$ cat src/rtl/seq_detector_param.sv
// Serial pattern detector with a run-time loadable SEQ_LEN-bit pattern and overlap select.
// Optional saturating match counter under macro SEQ_DETECTOR_MATCH_COUNT_EN.
module seq_detector_param #(
   parameter int unsigned        SEQ_LEN         = 4,
   parameter int unsigned        CNT_W           = 8,
   parameter logic [SEQ_LEN-1:0] DEFAULT_PATTERN = SEQ_LEN'(4'b1101)
) (
   input  logic               clk,
   input  logic               reset,
   input  logic               A,
   input  logic               en,
   input  logic               overlap,
   input  logic               load_pat,
   input  logic [SEQ_LEN-1:0] pattern,
`ifdef SEQ_DETECTOR_MATCH_COUNT_EN
   input  logic               clr_cnt,
   output logic [CNT_W-1:0]   match_count,
`endif
   output logic               Z
);

   localparam int unsigned     FW       = (SEQ_LEN > 2) ? $clog2(SEQ_LEN) : 1;
   localparam logic [FW-1:0]   FILL_MAX = FW'(SEQ_LEN - 1);

   if (SEQ_LEN < 2 || SEQ_LEN > 16 || CNT_W < 1) begin : g_bad_cfg
      $error("seq_detector_param: SEQ_LEN must be 2..16 and CNT_W >= 1");
   end

   // The fill counter is the state of the F0..F(SEQ_LEN-1) machine; the action
   // enum decodes what this cycle does to it.
   typedef enum logic [1:0] {
      ACT_HOLD,
      ACT_LOAD,
      ACT_SHIFT,
      ACT_MATCH
   } act_t;

   act_t               act;
   logic [SEQ_LEN-1:0] pat_reg, pat_nxt;
   logic [SEQ_LEN-2:0] hist, hist_nxt;
   logic [FW-1:0]      fill, fill_nxt;
   logic               z_nxt;
   logic [SEQ_LEN-1:0] cand;

   assign cand = {hist, A};

   always_comb begin
      act      = ACT_HOLD;
      pat_nxt  = pat_reg;
      hist_nxt = hist;
      fill_nxt = fill;
      z_nxt    = 1'b0;
      if (load_pat)
         act = ACT_LOAD;
      else if (en)
         act = (fill == FILL_MAX && cand == pat_reg) ? ACT_MATCH : ACT_SHIFT;

      case (act)
         ACT_LOAD: begin
            pat_nxt  = pattern;
            hist_nxt = '0;
            fill_nxt = '0;
         end
         ACT_SHIFT: begin
            hist_nxt = cand[SEQ_LEN-2:0];
            fill_nxt = (fill == FILL_MAX) ? fill : fill + 1'b1;
         end
         ACT_MATCH: begin
            z_nxt = 1'b1;
            if (overlap) begin
               hist_nxt = cand[SEQ_LEN-2:0];
            end else begin
               hist_nxt = '0;
               fill_nxt = '0;
            end
         end
         default: ;
      endcase
   end

   always_ff @(posedge clk or negedge reset) begin
      if (!reset) begin
         pat_reg <= DEFAULT_PATTERN;
         hist    <= '0;
         fill    <= '0;
         Z       <= 1'b0;
      end else begin
         pat_reg <= pat_nxt;
         hist    <= hist_nxt;
         fill    <= fill_nxt;
         Z       <= z_nxt;
      end
   end

`ifdef SEQ_DETECTOR_MATCH_COUNT_EN
   logic [CNT_W-1:0] cnt_nxt;

   always_comb begin
      cnt_nxt = match_count;
      if (clr_cnt)
         cnt_nxt = '0;
      else if (act == ACT_MATCH && match_count != '1)
         cnt_nxt = match_count + 1'b1;
   end

   always_ff @(posedge clk or negedge reset) begin
      if (!reset)
         match_count <= '0;
      else
         match_count <= cnt_nxt;
   end
`endif

endmodule
$ cat config.mk
export PLATFORM = sky130hd
export DESIGN_NAME = seq_detector_param
export DESIGN_NICKNAME = d
export VERILOG_FILES = /design/src/rtl/seq_detector_param.sv
export SDC_FILE = /design/constraint.sdc
export NUM_CORES = 1
export LEC_CHECK = 0
export CAP_MARGIN = 30
export CORE_AREA = 2 2 39 41
export CTS_CLUSTER_DIAMETER = 100
export DETAILED_ROUTE_END_ITERATION = 8
export DIE_AREA = 0 0 41 43
export PLACE_DENSITY = 0.64
export SYNTH_ARGS = -nofsm -noshare
export SYNTH_HDL_FRONTEND = slang
export SYNTH_SLANG_ARGS = --single-unit
export TNS_END_PERCENT = 100
$ cat constraint.sdc
create_clock -name clk -period 1.2 [get_ports clk]
set_input_delay 0.24 -clock clk [delete_from_list [all_inputs] [get_ports clk]]
set_output_delay 0.24 -clock clk [all_outputs]
set_load 0.005 [all_outputs]
Word level (Yosys, flattened, before mapping)
Index checks and enable logic that the tools add are counted.
Storage, ports and cells
  bits in registers: 10
  word-level logic and storage cells: 24
Operators by class
  add/sub/neg operators: 1
  equal/unequal tests: 7
  muxes and demuxes: 9
  reductions and logical operators: 3
Operator list (number)
  case mux 3 bit (3 select lines): 1
  2-to-1 mux 2 bit: 4
  equality test 2 bit (second input constant): 3
  case mux 2 bit (3 select lines): 1
  equality test 4 bit: 1
  inequality test 2 bit (second input constant): 2
  2-to-1 mux 3 bit: 1
  AND reduction 3 bit: 1
  nonzero test 3 bit: 1
  adder 2 x 1 -> 2 bit (second input constant): 1
  equality test 2 x 1 -> 1 bit (second input constant): 1
  2-to-1 mux 1 bit: 2
  logical AND 1 bit: 1

Logic depth before layout (Yosys ltp)
Gate-level depths: netlist of the first run.
  word-level depth: 8
  mapped depth: 5
  gate-level depth less buffers: 5

Worst setup path before layout of the first run
Ideal clock, no wire load.
  kind: reg2reg
  start point: register fill[0]
  end point: register fill[1]
  data arrival time: 1.261 ns
  data required time: 1.121 ns
  path slack: -0.141 ns
  cell stages (with the launch flop): 6
  period minus slack after synthesis: 1.341 ns
  path through: dfrtp_1 -> ha_1 -> nand2b_1 -> mux2i_1 -> or2_2 -> mux2i_1
On the way
  cells in the longest elaborated chain, start to end: 8
  elaborated cells between the ends (all ways): 15
  those cells by class: 1 x add/sub; 6 x eq/ne; 5 x mux; 3 x reduce/logical
Ends and longest elaborated chain
  start, declared: line 41  | logic [FW-1:0] fill, fill_nxt;
  start signal, assigned: line 90  | fill <= fill_nxt;
  equality test 2 bit: line 56, 66
  logical AND 1 bit: line 56  | act = (fill == FILL_MAX && cand == pat_reg) ? ACT_MATCH : ACT_SHIFT;
  2-to-1 mux 1 bit: line 56
  2-to-1 mux 2 bit: line 55  | else if (en)
  2-to-1 mux 2 bit: line 53  | if (load_pat)
  equality test 2 bit or equality test 2 x 1 -> 1 bit (tied branches): line 58  | case (act)
  inequality test 2 bit (no source line) or nonzero test 3 bit (tied branches)
  AND reduction 3 bit (no source line)
Parallel ways exist; a longest one is shown, timed or not. The select of a mux whose other input is x is not followed.
A chain may end at the register's enable or synchronous reset.

Worst setup path after layout of the first run
  start point: register pat_reg[3]
  end point: register hist[2]
On the way
  cells in the longest elaborated chain, start to end: 7
  elaborated cells between the ends (all ways): 10
  those cells by class: 4 x eq/ne; 4 x mux; 2 x reduce/logical
Ends and longest elaborated chain
  start, declared: line 39  | logic [SEQ_LEN-1:0] pat_reg, pat_nxt;
  start signal, assigned: line 88  | pat_reg <= pat_nxt;
  equality test 4 bit (*): line 56
  logical AND 1 bit (*): line 56
  2-to-1 mux 1 bit (*): line 56
  2-to-1 mux 2 bit (*): line 55
  2-to-1 mux 2 bit (*): line 53
  equality test 2 bit or equality test 2 x 1 -> 1 bit (tied branches): line 58
  case mux 3 bit (3 select lines) or nonzero test 3 bit (tied branches)
  end signal, assigned: line 89  | hist <= hist_nxt;
  end, declared: line 40  | logic [SEQ_LEN-2:0] hist, hist_nxt;
Mark *: on every way between the ends. The rest lies on a longest branch, timed or not.

==> impl_results.md, run 1 <==
* CP Launch Type: flip-flop
* Worst path buffer plus inverter count at 0
* Synth Area per Inst at 12.8 um^2
* Final Non-Filler Cells at 77
* CP endpoint kind: flip-flop
* Critical Path Stages at 4
* Die area at 1760 um^2
* Delay-heaviest family, CP: flip-flops
* Worst min path class: in2async
* Hold slack at 250 ps
* Grt ovf at 0
* Slowest-stage cell, CP: dfstp_2
* Count of final hold-check violations at 0
* Antenna Nets Post-Route at 0
* Post-CTS Setup Repair Bufs at 0
* Worst Setup SP: pat_reg[3]
* Core area at 1380 um^2
* Area fraction in compound gates after synthesis at 0.0825
* Worst r2r src: pat_reg[3]
* Avg WL per Cell at 12.8 um
* Highest clock rate at 732 MHz
* Outcome: finished with violations
* Share of cells above drive strength 1 at 0.459
* Pre-antenna DRT Iters at 3
* # diodes at 0
* Mapped Area at 500 um^2
* Vias per cell at 5.04
* Design area at 737 um^2
* Final count of negative-setup-slack endpoints at 6
* Sequential area share after synthesis at 0.508
* Clock tree sinks at 10
* GRT Util Overall at 0.148
* Largest register FFs at 4
* Period utilisation layout at 1.14
* # port buffers at 10
* Slew margin rel. at 0.803
* Crit path largest cell delay at 540 ps
* RSZ-0062 raised after global routing: yes
* Tightest Pin Transition at 294 ps
* Post-DP Area at 694 um^2
* Post-Synth Simple-Gate Area at 0.148
* Largest family of logic cells by synthesized area: multiplexers
* Worst R2R Setup Slack at -170 ps
* Worst VDD drop at 0.879 mV
* Synth Area in XOR/XNOR at 0.0700
* Final wirelength at 982 um
* WS Path Type: reg2reg
* Setup slack after layout at -166 ps
* Cell variety after synth at 21
* Leakage power at 0.345 nW
* Initial Utilization at 0.362
* CTS H-tree lvls at 1
* TritonCTS Buffers at 3
* Req. time, crit path at 1350 ps
* DIE WIDTH at 41 um
* Crit-path max FO at 4
* FP Rows at 14
* Initial drt markers at 5
* First-pass GRT wire length at 1700 um
* Largest net degree at the start of global routing at 11
* Max Slew Vio Count at 0
* Clock network latency to the later pin of the worst-skew pair at 270 ps
* Post-layout util at 0.533
* Vias post-DR at 388
* Mux contribution to synthesized area at 0.153
* Placed insts at 73
* Critical R2R Capture: hist[2]
* Number of global-route vias before repair at 389
* Critical path endpoint: hist[2]
* Ys Warns at 0
* Worst-path clk slew at 70 ps
* Synth Register Bits at 10
* Post-Place Setup Slack at -416 ps
* WP data arrival at 1520 ps
* DIE HEIGHT at 43 um
* Nets at 73
* Failing checks: negative setup slack
* Residual DRC count at 0
* P&R area growth vs syn at 47.3%
* CTS tree: built
* Maxcap violations at 0
* Crit path time final at 1370 ps
* Mapped Nets at 50
* Maximum clock path buffer count at 2
* I/O pin cnt at 11
* Most frequent cells in the layout: clkdlybuf4s50_1 (9), buf_4 (9), dfrtp_1 (7), mux2_2 (5)
* Placed wire-length estimate at 781 um
* Critical-path cell list: xor2_1 -> nor3_2 -> nand4_2 -> a32o_2
* Initial antenna violation count at 0
* Worst Skew at 5.45 ps
* GP Congestion at 0.711
* Hold-fix buffers at CTS at 0
* Post-Synth Adder-Cell Area at 0.0250
* Pwr dens at 1130 nW/um^2
* Mapped Cells at 39
* Clk root buf: clkbuf_4
* Reg2Reg Depth at 4
how the worst min path moves through the flow:
stage,endpoint,slack (ps),start
5_1_grt,Z,280,reset
6_report,Z,250,reset
3_3_place_gp,hist[2],510,hist[2]
4_1_cts,Z,250,reset
3_5_place_dp,hist[2],510,hist[2]
2_1_floorplan,Z,-60,reset
timing repair:
item                       CTS  global route
resized for setup            3             0
pin swaps                    2             2
setup endpoints to repair    7             7
gates cloned                 0             0
Yosys cell counts:
library cell  number  area share
nand4_1            1       0.013
ha_1               1       0.025
mux2_2             5        0.11
inv_1              1      0.0075
nand3_1            1       0.010
xor2_1             3       0.053
dfrtp_1            7        0.35
mux2i_1            2       0.040
nand2b_1           1       0.013
nor3_2             1       0.020
or2_2              1       0.013
nor2_1             2       0.015
xnor2_1            1       0.018
nand4_2            1       0.025
dfstp_2            3        0.16
a41o_1             1       0.020
nor2b_1            2       0.025
a32o_2             1       0.022
nor3b_1            1       0.015
clkbuf_1           1      0.0075
a32o_1             2       0.040
kinds of logic after synthesis:
| family | Yosys count |
|---|---|
| AND/OR/NAND/NOR | 11 |
| XOR/XNOR | 4 |
| adder cells (fa/ha/maj) | 1 |
| AO/OA/AOI/OAI | 4 |
| multiplexers | 7 |
| flip-flops | 10 |
| buffers and inverters | 2 |
worst register-to-register path, cell delays in order (launching register included):
cell,delay (ps)
dfstp_2,540
xor2_1,80
nor3_2,230
nand4_2,150
a32o_2,270
report_power, final:
group / leakage (nW) / switching, mW / total (mW) / internal (mW)
clock: 0.0210 / 0.124 / 0.308 / 0.184
combinational: 0.200 / 0.0543 / 0.144 / 0.0893
sequential: 0.125 / 0.0161 / 0.383 / 0.367
metal layers:
metal | GRT usage | share of wire | wire length, um | up-vias
li1 | - | - | - | 189
met3 | 0.0471 | 0.048 | 47 | 4
met4 | 0.0800 | 0.019 | 19 | 0
met5 | 0 | 0 | 0 | -
met2 | 0.222 | 0.50 | 495 | 10
met1 | 0.179 | 0.43 | 418 | 185
per-stage QoR:
stage	total power [mW]	setup TNS, ps
global route	0.882	-1290
CTS	0.851	-873
global placement	0.530	-2930
detailed placement	0.533	-3170
floorplan	0.456	-367
finish	0.835	-751
final cells by class:
cell class	count	area, um^2
Clock buffer	4	36.3
Fill cell	122	647
Inverter	1	3.75
Multi-Input combinational cell	27	256
Sequential cell	10	254
Tap cell	16	20.0
Timing Repair Buffer	19	166
Note: power is estimated with default switching activity, not from simulation.
==> inputs of run 2 (changes only) <==
Settings changed: DONT_BUFFER_PORTS from default to 1, PLACE_DENSITY 0.64 to 0.53, SETUP_SLACK_MARGIN from default to 0.3.
==> run 2 against run 1 <==
- hold slack worse by 230 ps
- register-to-register slack about the same
- sequential power is essentially flat
- largest cell class unchanged
- sequential share of layout area rose by 6.6 points
- the run still ends with negative setup slack left
- count of clock-buffer cells in the layout is the same
- cell area is 16% lower
- power decreased by 6.1%
- flip-flop and latch count is the same
- combinational power decreased by 32%
==> impl_results.md, run 2 (synthesis gave the netlist of run 1 again) <==
* Outcome: finished with violations
* Failing checks: negative setup slack
* Worst VDD drop at 0.591 mV (-33%)
* P&R area growth vs syn at 23.5%
* Worst Skew at 7.09 ps (+1.64 ps)
* Antenna Nets Post-Route at 0 (unchanged)
* Most common cell after layout, fill and taps aside: dfrtp_1
* Hold slack at 24.5 ps (-226 ps)
* Final count of negative-setup-slack endpoints at 6 (unchanged)
* GRT Util Overall at 0.136 (-0.0125)
* WS Path Type: reg2reg
* Vias post-DR at 342 (-12%)
* Reg2Reg Depth at 4 (unchanged)
* Crit-path max FO at 4 (unchanged)
* Clock tree sinks at 10 (unchanged)
* Number of global-route vias before repair at 379 (-2.6%)
* Grt ovf at 0 (unchanged)
* Residual DRC count at 0 (unchanged)
* Core area at 1380 um^2 (unchanged)
* Post-Place Setup Slack at -166 ps (+250 ps)
* Avg WL per Cell at 14.6 um (+14%)
* CTS tree: built
* Placed wire-length estimate at 697 um (-11%)
* WP data arrival at 1520 ps (about the same)
* Die area at 1760 um^2 (unchanged)
* Slew margin rel. at 0.694 (-0.109)
* Worst path buffer plus inverter count at 0 (unchanged)
* Maximum clock path buffer count at 2 (unchanged)
* Clock network latency to the later pin of the worst-skew pair at 270 ps (about the same)
* Delay-heaviest family, CP: flip-flops
* Hold_sp: load_pat
* CTS H-tree lvls at 1 (unchanged)
* Worst-path clk slew at 70 ps (about the same)
* RSZ-0062 raised after global routing: yes
* I/O pin cnt at 11 (unchanged)
* Total Power at 0.784 mW (-6.1%)
* Largest register FFs at 4 (unchanged)
* Req. time, crit path at 1350 ps (about the same)
* Slowest-stage cell, CP: dfstp_2
* Max Slew Vio Count at 0 (unchanged)
* Share of cells above drive strength 1 at 0.500 (+0.0410)
* Tightest Pin Transition at 458 ps (+163 ps)
* GP Congestion at 0.758 (+6.6%)
* Initial Utilization at 0.362 (unchanged)
* Setup slack after layout at -167 ps (-1.00 ps)
* Most frequent cells in the layout: dfrtp_1 (7), mux2_2 (5), buf_4 (5)
* Pwr dens at 1270 nW/um^2 (+12%)
* Crit path time final at 1370 ps (+1.00 ps)
* # diodes at 0 (unchanged)
* TritonCTS Buffers at 3 (unchanged)
* Largest net degree at the start of global routing at 11 (unchanged)
* Worst R2R Setup Slack at -170 ps (about the same)
* Clk root buf: clkbuf_4
* Worst min path class: in2reg
* CP Launch Type: flip-flop
* TNS Setup at -730 ps (+20.5 ps)
* Initial drt markers at 2 (-3)
* Worst r2r src: pat_reg[3]
* Highest clock rate at 732 MHz (about the same)
* # port buffers at 0 (-10)
* Critical-path cell list: xor2_1 -> nor3_2 -> nand4_2 -> a32o_2
* Nets at 60 (-18%)
* Pre-antenna DRT Iters at 3 (unchanged)
* CP endpoint kind: flip-flop
* First-pass GRT wire length at 1590 um (-6.1%)
* Critical Path Stages at 4 (unchanged)
* Critical R2R Capture: hist[2]
* Period utilisation layout at 1.14 (about the same)
* Worst Hold Path EP: Z
* Initial antenna violation count at 0 (unchanged)
* Hold Path Cell Cnt at 1
* Maxcap violations at 0 (unchanged)
* Count of final hold-check violations at 0 (unchanged)
* Final wirelength at 932 um (-5.1%)
* DIE HEIGHT at 43 um (unchanged)
* Leakage power at 0.287 nW (-17%)
* DIE WIDTH at 41 um (unchanged)
* Crit path largest cell delay at 540 ps (about the same)
* Vias per cell at 5.34 (+6.0%)
* FP Rows at 14 (unchanged)
run 2: report_power, final:
| part | total, mW | internal (mW) | switching [mW] |
|---|---|---|---|
| clock | 0.304 | 0.184 | 0.120 |
| sequential | 0.382 | 0.367 | 0.0150 |
| combinational | 0.0979 | 0.0577 | 0.0401 |
run 2: what timing repair did:
item	in CTS	in global routing
resized for setup	1	1
pin swaps	3	1
hold endpoints to repair	10	0
setup endpoints to repair	6	7
hold buffers	1	0
setup buffers	1	0
run 2: final cells by class:
type	count	area [um^2]
fillers	132	766
multi-input cells	27	256
flip-flops and latches	10	254
repair buffers	6	47.5
clock buffers	4	36.3
well taps	16	20.0
inverters	1	3.75
run 2: per-layer routing:
| layer | track usage | vias up | share of wire |
|---|---|---|---|
| li1 | - | 162 | - |
| met1 | 0.169 | 168 | 0.43 |
| met2 | 0.206 | 10 | 0.48 |
| met3 | 0.0419 | 2 | 0.072 |
| met4 | 0.0600 | 0 | 0.011 |
| met5 | 0 | - | 0 |
run 2: worst max path at each step:
stage,from,to
final,pat_reg[3],hist[2]
after global routing,pat_reg[3],hist[2]
after CTS,pat_reg[3],hist[2]
after detailed placement,pat_reg[3],hist[2]
after global placement,pat_reg[3],hist[2]
after floorplan,pat_reg[3],hist[2]
run 2: metrics by stage:
stage	area [um^2]	instances	util
floorplan	512	39	-
detailed placement	557	58	0.402
global route	618	64	0.447
global placement	557	58	0.402
finish	618	64	0.447
CTS	613	64	0.443
